[src/rtl/rr_arbiter_8.sv]
// rr_arbiter_8: eight-way arbiter for a single shared resource.
// Rotating or fixed priority selection. A grant is held until its owner drops
// its request or the hold limit expires. Grant, index, valid and timeout are
// all registered so they can drive the resource mux select directly.
module rr_arbiter_8 #(
    parameter int unsigned MAX_HOLD = 16,
    parameter int unsigned CNT_W    = 8
) (
    input  logic       clk,
    input  logic       rst_n,
    input  logic [7:0] req,
    input  logic       rr_en,
    output logic [7:0] gnt,
    output logic [2:0] gnt_id,
    output logic       gnt_valid,
    output logic       timeout
);

    // MAX_HOLD must fit in CNT_W bits; a value of zero disables the limit.
    localparam bit               HOLD_EN    = (MAX_HOLD != 0);
    localparam logic [CNT_W-1:0] HOLD_LIMIT = CNT_W'(MAX_HOLD);
    localparam logic [CNT_W-1:0] CNT_MAX    = '1;
    localparam logic [CNT_W-1:0] CNT_ONE    = CNT_W'(1);

    typedef enum logic {
        IDLE  = 1'b0,
        GRANT = 1'b1
    } state_t;

    state_t           state_q, state_d;
    logic [2:0]       ptr_q, ptr_d;
    logic [CNT_W-1:0] hold_cnt_q, hold_cnt_d;
    logic [7:0]       gnt_q, gnt_d;
    logic [2:0]       gnt_id_q, gnt_id_d;
    logic             gnt_valid_q, gnt_valid_d;
    logic             timeout_q, timeout_d;

    logic [2:0]       search_start;
    logic [2:0]       cand;
    logic [2:0]       winner;
    logic             found;

    // Priority search: walk downward from the start index, wrapping mod 8.
    always_comb begin
        search_start = rr_en ? ptr_q : 3'd7;
        cand         = 3'd0;
        winner       = 3'd0;
        found        = 1'b0;
        for (int i = 0; i < 8; i++) begin
            cand = search_start - 3'(i);
            if (!found && req[cand]) begin
                found  = 1'b1;
                winner = cand;
            end
        end
    end

    // Next-state and output logic: arbitrate in IDLE, hold or release in GRANT.
    always_comb begin
        state_d     = state_q;
        ptr_d       = ptr_q;
        hold_cnt_d  = hold_cnt_q;
        gnt_d       = gnt_q;
        gnt_id_d    = gnt_id_q;
        gnt_valid_d = gnt_valid_q;
        timeout_d   = 1'b0;

        case (state_q)
            IDLE: begin
                gnt_d       = 8'd0;
                gnt_id_d    = 3'd0;
                gnt_valid_d = 1'b0;
                hold_cnt_d  = '0;
                if (found) begin
                    state_d     = GRANT;
                    gnt_d       = 8'b1 << winner;
                    gnt_id_d    = winner;
                    gnt_valid_d = 1'b1;
                    hold_cnt_d  = CNT_ONE;
                end
            end

            GRANT: begin
                // The owner dropping its request wins over the hold limit,
                // so a release on the limit edge never flags a timeout.
                if (!req[gnt_id_q]) begin
                    state_d     = IDLE;
                    gnt_d       = 8'd0;
                    gnt_id_d    = 3'd0;
                    gnt_valid_d = 1'b0;
                    hold_cnt_d  = '0;
                    ptr_d       = gnt_id_q - 3'd1;
                end else if (HOLD_EN && (hold_cnt_q == HOLD_LIMIT)) begin
                    state_d     = IDLE;
                    gnt_d       = 8'd0;
                    gnt_id_d    = 3'd0;
                    gnt_valid_d = 1'b0;
                    hold_cnt_d  = '0;
                    ptr_d       = gnt_id_q - 3'd1;
                    timeout_d   = 1'b1;
                end else if (hold_cnt_q != CNT_MAX) begin
                    hold_cnt_d  = hold_cnt_q + CNT_ONE;
                end
            end

            default: begin
                state_d     = IDLE;
                gnt_d       = 8'd0;
                gnt_id_d    = 3'd0;
                gnt_valid_d = 1'b0;
                hold_cnt_d  = '0;
            end
        endcase
    end

    // State and output registers; reset clears the grant without a clock edge.
    always_ff @(posedge clk or negedge rst_n) begin
        if (!rst_n) begin
            state_q     <= IDLE;
            ptr_q       <= 3'd7;
            hold_cnt_q  <= '0;
            gnt_q       <= 8'd0;
            gnt_id_q    <= 3'd0;
            gnt_valid_q <= 1'b0;
            timeout_q   <= 1'b0;
        end else begin
            state_q     <= state_d;
            ptr_q       <= ptr_d;
            hold_cnt_q  <= hold_cnt_d;
            gnt_q       <= gnt_d;
            gnt_id_q    <= gnt_id_d;
            gnt_valid_q <= gnt_valid_d;
            timeout_q   <= timeout_d;
        end
    end

    assign gnt       = gnt_q;
    assign gnt_id    = gnt_id_q;
    assign gnt_valid = gnt_valid_q;
    assign timeout   = timeout_q;

    // Output invariants that the downstream mux select relies on.
    a_gnt_onehot0 : assert property (@(posedge clk) disable iff (!rst_n)
        $onehot0(gnt_q));
    a_valid_match : assert property (@(posedge clk) disable iff (!rst_n)
        gnt_valid_q == (|gnt_q));
    a_id_encode : assert property (@(posedge clk) disable iff (!rst_n)
        gnt_valid_q ? (gnt_q == (8'b1 << gnt_id_q)) : (gnt_id_q == 3'd0));
    a_timeout_idle : assert property (@(posedge clk) disable iff (!rst_n)
        !(timeout_q && gnt_valid_q));

endmodule

[config.mk]
export PLATFORM = sky130hd
export DESIGN_NAME = rr_arbiter_8
export DESIGN_NICKNAME = d
export VERILOG_FILES = /design/src/rtl/rr_arbiter_8.sv
export SDC_FILE = /design/constraint.sdc
export NUM_CORES = 1
export LEC_CHECK = 0
export CAP_MARGIN = 20
export CORE_MARGIN = 5
export CORE_UTILIZATION = 45
export DETAILED_ROUTE_END_ITERATION = 16
export PLACE_DENSITY = 0.66
export SKIP_LAST_GASP = 1
export SLEW_MARGIN = 20
export SYNTH_ARGS = -nofsm -noshare
export SYNTH_HDL_FRONTEND = slang
export SYNTH_SLANG_ARGS = --single-unit
[constraint.sdc]
create_clock -name clk -period 5.6 [get_ports clk]
set_input_delay 1.12 -clock clk [delete_from_list [all_inputs] [get_ports clk]]
set_output_delay 1.12 -clock clk [all_outputs]
set_load 0.005 [all_outputs]
==> impl_metrics.yaml <==
outcome:
  run_status: "finished clean"
global_routing:
  grt_max_degree: 26
  antenna_found_initial: 0
  wire_length_of_the_first_global_routing_pass_mm: 9.44
  gr-total-overflow: 0
  grt_pass1_vias: 1913
  aggregate_global_route_resource_usage_pct: 18.8
pwr:
  max-vdd-ir-drop_mv: 0.214
  total_power_w: 0.00130
  power_density_mw_per_mm2: 527
  p_leak_nw: 1.02
sta:
  maxSlewViolCount: 0
  timing_hold_violations_final: 0
  fin_worst_setup_slack_ns: 1.27
  final_period_demand_of_the_worst_path_ns: 4.33
  rsz0062_at_grt: "no"
  fin_setup_tns_ns: 0
  worst_slew_pin_slew_ns: 0.812
  setup_viol_count_final: 0
  finalCritPeriodShare_pct: 77.4
  max_freq_mhz: 231
  worst_slew_margin_rel_pct: 45.7
  worst_clock_skew_ns: 0.00521
placement:
  hpwl_reported_at_the_end_of_detailed_placement_mm: 4.25
  gp_congestion: 0.959
  placement.setup.worst_slack_ns: 1.01
  dpl_cell_area_mm2: 0.00241
  port-buffer-count: 23
synth:
  ys_warnings: 0
  post_synth_inst_count: 234
  syn-mean-instance-area_um2: 9.27
  synth_async_sr_flop_share_pct: 100
  seq_cells_post_synth: 25
  synth_edf_count: 0
  yosys.cell_types.count: 65
  mappedNetlistArea_mm2: 0.00217
  mappedNetlistNets: 249
  portion_of_the_post_synthesis_area_used_by_sequential_elements_pct: 29.0
  postSynth.topFlopCell: "dfrtp_1"
worst_setup_path:
  critical-path-max-stage-delay_ns: 0.62
  crit_path_end_kind: "flop"
  start_kind: "input pin"
  crit_family: "compound AO/OA/AOI/OAI gates"
  crit_path_cell_trace: "clkdlybuf4s50_1, and2b_2, inv_2, ha_1, xnor2_2, mux4_2, or3b_4, a211oi_1, o41a_2, o21a_4, a32o_1"
  critical_path_peak_fanout: 9
  timing.critical_path.slowest_stage_cell: "mux4_2"
  critPathKind: "input pin to flop"
  critical_path_buf_inv_count: 2
  critical_path_required_ns: 5.76
  worst-endpoint-arrival_ns: 4.50
floorplan:
  design.die.area_mm2: 0.00631
  core.rowCount: 25
  io_pins: 24
  fp.dieH_um: 79.4
  floorplan.core_area_mm2: 0.00469
  die_width_um: 79.4
  initial_core_util_pct: 46.2
route:
  detail_routed_via_count_per_cell: 6.51
  wirelength_mm: 5.79
  route.vias.total: 1992
  antenna_left: 0
  first_pass_iteration_count_of_the_detailed_router: 4
  dr_iter_0_viols: 132
  drc: 0
  routed_wire_length_per_instance_um: 18.9
finish:
  final_area_mm2: 0.00246
  share_of_layout_cells_above_drive_strength_1_pct: 13.5
  design.final.nets: 268
  fin_util_pct: 52.4
  antenna-diode-count: 0
  final_cell_mix: "nand2_1, dfrtp_1, clkdlybuf4s50_1"
  multiInputGateArea_mm2: 0.00145
  area_delta_synth_final_pct: 13.4
  register_area_um2: 629
  fill_cells: 448
clocking:
  hold_buffers: 0
  clk_transition_reported_paths_ns: 0.09
  postCtsSetupBuffers: 0
  cts-buffers-inserted: 3
  cts_sinks: 25
  clk_tree_root_cell: "clkbuf_8"
  cts_tree: "yes"
  worst_skew_pair.late_latency_ns: 0.27
  cts_resized: 0
  cts_max_path_buffers: 2
  htree_depth: 1
worst_hold_path:
  hold_path.class: "flop to flop"
job:
  timing.max_cap.violations: 0
==> per-layer routing <==
metal	wire length, µm	GRT usage (%)
met3	282	2.14
met1	2620	26.3
met5	0	0
met2	2760	29.5
met4	125	7.90
==> cells in the mapped netlist (4+ instances only) <==
library cell | instances | area [µm²]
dfrtp_1 | 22 | 551
nand2_1 | 22 | 82.6
mux2i_1 | 15 | 150
nor2_1 | 15 | 56.3
o21ai_0 | 15 | 75.1
nand3_1 | 12 | 60.1
a21oi_1 | 9 | 45.0
a32o_1 | 8 | 80.1
mux4_2 | 8 | 180
inv_1 | 7 | 26.3
xor2_1 | 7 | 61.3
and3_1 | 6 | 37.5
o22ai_1 | 6 | 37.5
a31o_2 | 4 | 35.0
clkbuf_1 | 4 | 15.0
ha_1 | 4 | 50.1
nand2b_1 | 4 | 25.0
==> cells by family after synthesis <==
group / after synthesis / share of synthesized area [%]
AND/OR/NAND/NOR: 78 / 18.6
AO/OA/AOI/OAI: 76 / 26.4
flip-flops: 25 / 29.0
multiplexers: 24 / 15.7
buffers and inverters: 18 / 3.98
XOR/XNOR: 9 / 3.98
adder cells (fa/ha/maj): 4 / 2.31
==> power by group <==
group	total, W	internal [W]	leakage, nW	switching (W)
clock	0.000107	0.0000498	0.0255	0.0000569
sequential	0.000339	0.000248	0.324	0.0000910
combinational	0.000851	0.000383	0.667	0.000467
==> metrics by stage <==
stage	cells	hold WS (ns)
floorplan	234	0.449
global placement	302	0.468
detailed placement	302	0.472
CTS	306	0.493
global route	306	0.520
finish	306	0.482
==> layout make-up <==
type,instances,area share (%)
inverters,8,1.22
multi-input cells,191,59.1
repair buffers,24,9.46
flip-flops and latches,25,25.6
clock inverters,1,0.203
well taps,54,2.75
clock buffers,3,1.68
==> worst paths after layout <==
check	slack, ns	depth (start not counted)	from	end
min in group asynchronous	0.83	1	rst_n	hold_cnt_q[4]
min	0.48	2	gnt_valid	gnt_valid
max in group asynchronous	4.40	1	rst_n	ptr_q[2]
max	1.27	11	rr_en	gnt[4]
max reg2reg	1.96	10	ptr_q[1]	gnt[4]
min reg2reg	0.48	2	gnt_valid	gnt_valid
==> state kept, by name, summed over array words and instances (netlist names) <==
register and flops:
state_q 1, gnt 8, ptr_q 3, timeout 1
gnt_valid 1, hold_cnt_q 8, gnt_id 3
==> worst min-delay path: stages, from the launching register on <==
cell     delay (ns)
dfrtp_1        0.35
nand2_1        0.05
nand2_1        0.06
Note: power is estimated with default switching activity, not from simulation.
